--- src/rtl/fetch_sequencer.sv ---
// fetch_sequencer: PC, jump flag and boot/run/pause/step/halt sequencing
// in front of the instruction decoder.
module fetch_sequencer #(
   parameter logic [15:0] RESET_PC   = 16'h0001,
   parameter logic [15:0] HOLD_INSTR = 16'hF800
) (
   input  logic        clk,
   input  logic        rst_n,
   input  logic        run,
   input  logic        step,
   input  logic        cnt_en,
   input  logic        pc_sload,
   input  logic [15:0] new_pc,
   input  logic [15:0] instr_q1,
   input  logic [15:0] instr_q2,
   input  logic        flag_wen,
   input  logic        alu_cond,
   output logic [15:0] pc,
   output logic [15:0] instr,
   output logic [15:0] N,
   output logic        jump,
   output logic        halted,
   output logic        exec
);

   typedef enum logic [2:0] {
      S_BOOT,
      S_RUN,
      S_PAUSE,
      S_STEP,
      S_HALT
   } state_t;

   state_t      state;
   state_t      state_nx;
   logic [15:0] pc_nx;
   logic        jump_nx;
   logic [4:0]  op;
   logic        is_stp;
   logic        is_use;

   assign op = instr_q1[15:11];
   assign N  = instr_q2;

   // Opcode classes: STP halts, CMP/conditional SUB consume the flag.
   always_comb begin
      is_stp = (op == 5'b11111);
      is_use = (op == 5'b00010) || (op == 5'b00011) ||
               (op == 5'b01010) || (op == 5'b01011);
   end

   // Decoder-facing outputs come from the state register only.
   always_comb begin
      exec   = (state == S_RUN) || (state == S_STEP);
      halted = (state == S_HALT);
      instr  = exec ? instr_q1 : HOLD_INSTR;
   end

   // Next-state logic; HALT beats a falling run in RUN.
   always_comb begin
      state_nx = state;
      unique case (state)
         S_BOOT:  state_nx = run ? S_RUN : S_PAUSE;
         S_RUN: begin
            if (is_stp)
               state_nx = S_HALT;
            else if (!run)
               state_nx = S_PAUSE;
         end
         S_PAUSE: begin
            if (run)
               state_nx = S_RUN;
            else if (step)
               state_nx = S_STEP;
         end
         S_STEP:  state_nx = is_stp ? S_HALT : S_PAUSE;
         S_HALT:  state_nx = S_HALT;
         default: state_nx = S_BOOT;
      endcase
   end

   // PC and flag only move while a real instruction executes.
   always_comb begin
      pc_nx   = pc;
      jump_nx = jump;
      if (exec) begin
         if (pc_sload)
            pc_nx = new_pc;
         else if (cnt_en)
            pc_nx = pc + 16'd1;
         if (flag_wen)
            jump_nx = alu_cond;
         else if (is_use)
            jump_nx = 1'b0;
      end
   end

   // State, PC and flag share one edge.
   always_ff @(posedge clk or negedge rst_n) begin
      if (!rst_n) begin
         state <= S_BOOT;
         pc    <= RESET_PC;
         jump  <= 1'b0;
      end else begin
         state <= state_nx;
         pc    <= pc_nx;
         jump  <= jump_nx;
      end
   end

endmodule

--- config.mk ---
export PLATFORM = sky130hd
export DESIGN_NAME = fetch_sequencer
export DESIGN_NICKNAME = d
export VERILOG_FILES = /design/src/rtl/fetch_sequencer.sv
export SDC_FILE = /design/constraint.sdc
export NUM_CORES = 1
export LEC_CHECK = 0
export BUFFER_PORTS_ARGS = -buffer_cell sky130_fd_sc_hd__buf_2
export CELL_PAD_IN_SITES_DETAIL_PLACEMENT = 1
export CELL_PAD_IN_SITES_GLOBAL_PLACEMENT = 1
export CORE_MARGIN = 5
export CORE_UTILIZATION = 27
export DETAILED_ROUTE_END_ITERATION = 10
export HOLD_SLACK_MARGIN = 0.12
export PLACE_DENSITY_LB_ADDON = 0.25
export SLEW_MARGIN = 5
export SYNTH_ARGS = -nofsm -noshare
export SYNTH_HDL_FRONTEND = slang
export SYNTH_SLANG_ARGS = --single-unit
--- constraint.sdc ---
create_clock -name clk -period 2 [get_ports clk]
set_input_delay 0.1 -clock clk [delete_from_list [all_inputs] [get_ports clk]]
set_output_delay 0.1 -clock clk [all_outputs]
set_load 0.02 [all_outputs]
# Yosys cells after proc, flatten, opt, wreduce, memory -nomap -nowiden

Cells that the tools add are included.

Add/subtract/negate cells: 1
Eq/ne operators: 11
Multiplexer cells: 12
Reductions and logical operators: 10

Operator list:

| operator                | number |
|---|---|
| $mux W16                | 3 |
| $add A16 B1 Y16 const B | 1 |
| $mux W3                 | 5 |
| $pmux W3 S5             | 1 |
| $eq A5 B2 Y1 const B    | 2 |
| $eq A5 B4 Y1 const B    | 2 |
| $eq A3 B2 Y1 const B    | 2 |
| $ne A3 B3 Y1 const B    | 2 |
| $reduce_and A2 Y1       | 3 |
| $eq A5 B5 Y1 const B    | 1 |
| $logic_or A1 B1 Y1      | 4 |
| $reduce_bool A2 Y1      | 2 |
| $eq A3 B1 Y1 const B    | 1 |
| $eq A3 B3 Y1 const B    | 1 |
| $logic_not A3 Y1        | 1 |
| $mux W1                 | 2 |
| $mux W2                 | 1 |

Bits in registers: 20
Input port bits: 56
Output and inout port bits: 51
Word-level logic and storage cells: 37

# Logic depth before layout (Yosys ltp)

Word-level depth: 6
Gate-level depth with buffers: 6
Depth with buffers taken out: 5

# Least setup slack after synthesis

No wires, ideal clock.

Path type: register to register
Start: reg pc[0]
End: reg pc[14]
Setup time: 0.094 ns
Data arrival time: 1.505 ns
Required time: 1.906 ns
Path slack: 0.401 ns
Stages on the path, launching flop included: 6
Path buffers: 0
Period minus slack after synthesis: 1.599 ns
Path through: dfstp_2 ha_1 nand3_1 nor2_1 a31oi_1 a211oi_1

Word-level cells in the longest chain between the ends: 3

Ends and longest elaborated chain:

| item                   | line | RTL |
|---|---|---|
| start, declared        | 18   | `output logic [15:0] pc,` |
| start signal, assigned | 106  | `pc <= pc_nx;` |
| $add A16 B1 Y16        | 90   | `pc_nx = pc + 16'd1;` |
| $mux W16               | 89   | `else if (cnt_en)` |
| $mux W16               | 87   | `if (pc_sload)` |

Every way passes these cells. The select of a mux whose other input is x is not followed.
A chain may end at the register's enable or synchronous reset.

# Final worst setup path

Ends and elaborated chain as after synthesis.

==> run metrics <==
run status complete, no violations; global-route wire length before repair 8050 um; cell-internal power 1.06 mW; total chip power 1.98 mW; maximum count of clock buffers along a single path 2; post-synthesis simple-gate area fraction 30.7%; maximum capacitance violations 0; vertical die dimension 83.3 um; worst clock skew 0.00356 ns; R2R setup slack 0.23 ns; leakage component of the power 0.894 nW; num rows 26; number of register bits inferred by synthesis 20; H-tree depth reported by CTS 1; # DRC 0; number of routed nets with antenna violations 0; adder-cell share of the synthesized area 0.864%; nets in the synthesized netlist 233; non-filler instance count after layout 313; count of cells resized by post-cts repair 0; relative max-transition margin 67.6%; Final Max Tran Viols 0; Die ar. 0.00693 mm2; Sw Pwr 0.925 mW; horizontal extent of the die 83.3 um; minimum setup slack after placement 0.236 ns; Diodes inserted 0; CTS tree done; cell taking the most area after synthesis dfrtp_1; Netlist Area Pre-Place 0.00145 mm2; fraction of layout cells with a size suffix above 1 37.0%; count of filler cells inserted in the layout 643; Post-synth EDFFs 0; count leader, synth nor2_1; path class of the lowest-slack min-delay path input pin to flip-flop; count of buffers from port buffering 74; Placed Cells incl. Taps 302; Min Clock Period, post-route 1.77 ns; most instantiated cells after synthesis 21 x nor2_1, 19 x dfrtp_1, 17 x buf_4; hold worst-path end pc[10]; Worst Slack Setup Final 0.233 ns; Worst Reg2Reg Path Length in Cells 5; hold path cells 3; clock network fraction of design power 14.5%; total gr overflow 0; part of the power in registers 37.0%; unrepaired setup endpoints after global routing no; Net Sw Frac 46.6%; R2R Path End pc[14]; Yosys top cell area share 32.8%; count of pins on the block boundary 107; layout overhead on the synthesized area 31.5%; clock tree root buffer cell clkbuf_8; setup tns final 0 ns; iteration-0 DRC count of the detailed router 52; Avg WL per Cell 15.0 um; final weighted congestion in routability-driven placement 0.776; transition time at the pin with the least slew margin 0.486 ns; number of warnings printed during yosys synthesis 0; first-pass detailed-route iteration total 4; via count 1527; largest net degree at the start of global routing 28; number of buffers created by CTS 3; kind of launch point of the worst setup path flip-flop; DR vias/cell 4.88; dominant synthesized flop cell dfrtp_1; Data arrival, critical path 1.94 ns; type of the worst setup path flip-flop to flip-flop; share of synthesized area spent on multiplexers 2.76%; starting density of the core 28.0%; Max IR drop VDD 267 uV; All-Layer GR Usage 13.9%; Sink Count 20; tightest hold margin 0.127 ns; max frequency 0.566 GHz; share of the synthesized area in compound gates (AO/OA/AOI/OAI) 18.8%; clock latency on the worst-skew pair 0.26 ns; worst reg2reg path startpoint pc[0]; share of synthesized area occupied by flip-flops and latches 34.6%; Power per Cell Area 1040 mW/mm2; portion of total power attributed to combinational logic 48.5%; xor and xnor fraction of the mapped netlist area 0%; Post-layout nets 301; placed wire-length estimate after detailed placement 3650 um; Total Routed Length 4680 um; top cells by area, synth dfrtp_1 33%, buf_4 8.8%, nor2_1 5.4%; dominant combinational cell family by area after synthesis simple AND/OR/NAND/NOR gates; clock-pin slew on the worst setup and hold paths 0.08 ns; crit path max fanout 7; worst endpoint required time 2.17 ns; gate count after technology mapping 176; vias in the first global route 1715; final setup violation count 0; syn_area_per_cell 8.23 um2; hold path start new_pc[10]; post-synthesis async set-or-reset flop share 100%; share of the cycle needed by the critical path after routing 88.4%; type of element capturing the critical path flip-flop; final hold violations 0; core area 0.00517 mm2; number of library cell types mapped by synthesis 40; initial antenna violation count 0
cell usage in the layout (no fill, tap or decap), types with 2 or more instances in the layout:
master         instances
buf_2                 74
nor2_1                21
dfrtp_1               19
and2_1                12
a21oi_1               11
o21ai_0               10
nand2_1                9
nand2b_1               8
nand3_1                7
dlygate4sd3_1          7
inv_1                  6
a31oi_1                6
buf_4                  5
mux2i_1                4
nor4_1                 4
a211oi_1               4
o2bb2ai_1              3
clkbuf_8               3
nor3b_1                2
nor3_1                 2
and3_1                 2
a221oi_1               2
nand3b_1               2
nor2b_1                2
sequential cells by signal, indices dropped and copies added (netlist names):
name,count
state,3
jump,1
pc,16
per-layer routing:
layer | vias up | track usage (%) | part of all wire (%)
li1 | 743 | - | -
met5 | - | 0 | 0
met1 | 703 | 17.7 | 45
met2 | 69 | 22.6 | 46
met3 | 12 | 3.47 | 6.8
met4 | 0 | 5.05 | 2.0
kinds of logic after synthesis:
logic type	Yosys count
flops	20
simple gates	79
buf+inv	29
fa+ha+maj	1
compound gates	43
mux	4
what timing repair did:
action,CTS,global route
setup buffers,0,0
hold endpoints to repair,25,0
hold buffers,7,0
power groups by stage:
stage | logic [mW] | registers, mW | clock network, mW
final | 0.962 | 0.735 | 0.287
after global routing | 1.06 | 0.760 | 0.314
after CTS | 0.981 | 0.738 | 0.294
after detailed placement | 0.967 | 0.745 | 0
after global placement | 0.956 | 0.739 | 0
after floorplan | 0.487 | 0.873 | 0
worst max-delay path, cell delays in order (launching register included):
cell and delay [ns]:
dfstp_2 0.58, ha_1 0.19, nand3_1 0.21, nor2_1 0.32
a31oi_1 0.14, a211oi_1 0.24
stage by stage:
step / util [%] / instance area, um2
finish: 36.8 / 1910
global route: 36.8 / 1910
CTS: 36.8 / 1910
detailed placement: 34.6 / 1790
global placement: 34.6 / 1790
floorplan: - / 1450
worst max path at each step:
stage	cells after the start	to	startpoint
after floorplan	5	pc[14]	pc[0]
after global placement	5	pc[14]	pc[0]
after detailed placement	5	pc[14]	pc[0]
after CTS	5	pc[14]	pc[0]
after global routing	5	pc[14]	pc[0]
final	5	pc[14]	pc[0]
cell type report:
cell class	instances	area, um2	area share, %
clock buffer	4	45.0	2.36
timing repair buffer	86	478	25.1
sequential	20	502	26.3
inverter	6	22.5	1.18
multi-input combinational	127	771	40.4
tap	70	87.6	4.60
Note: power is estimated with default switching activity, not from simulation.
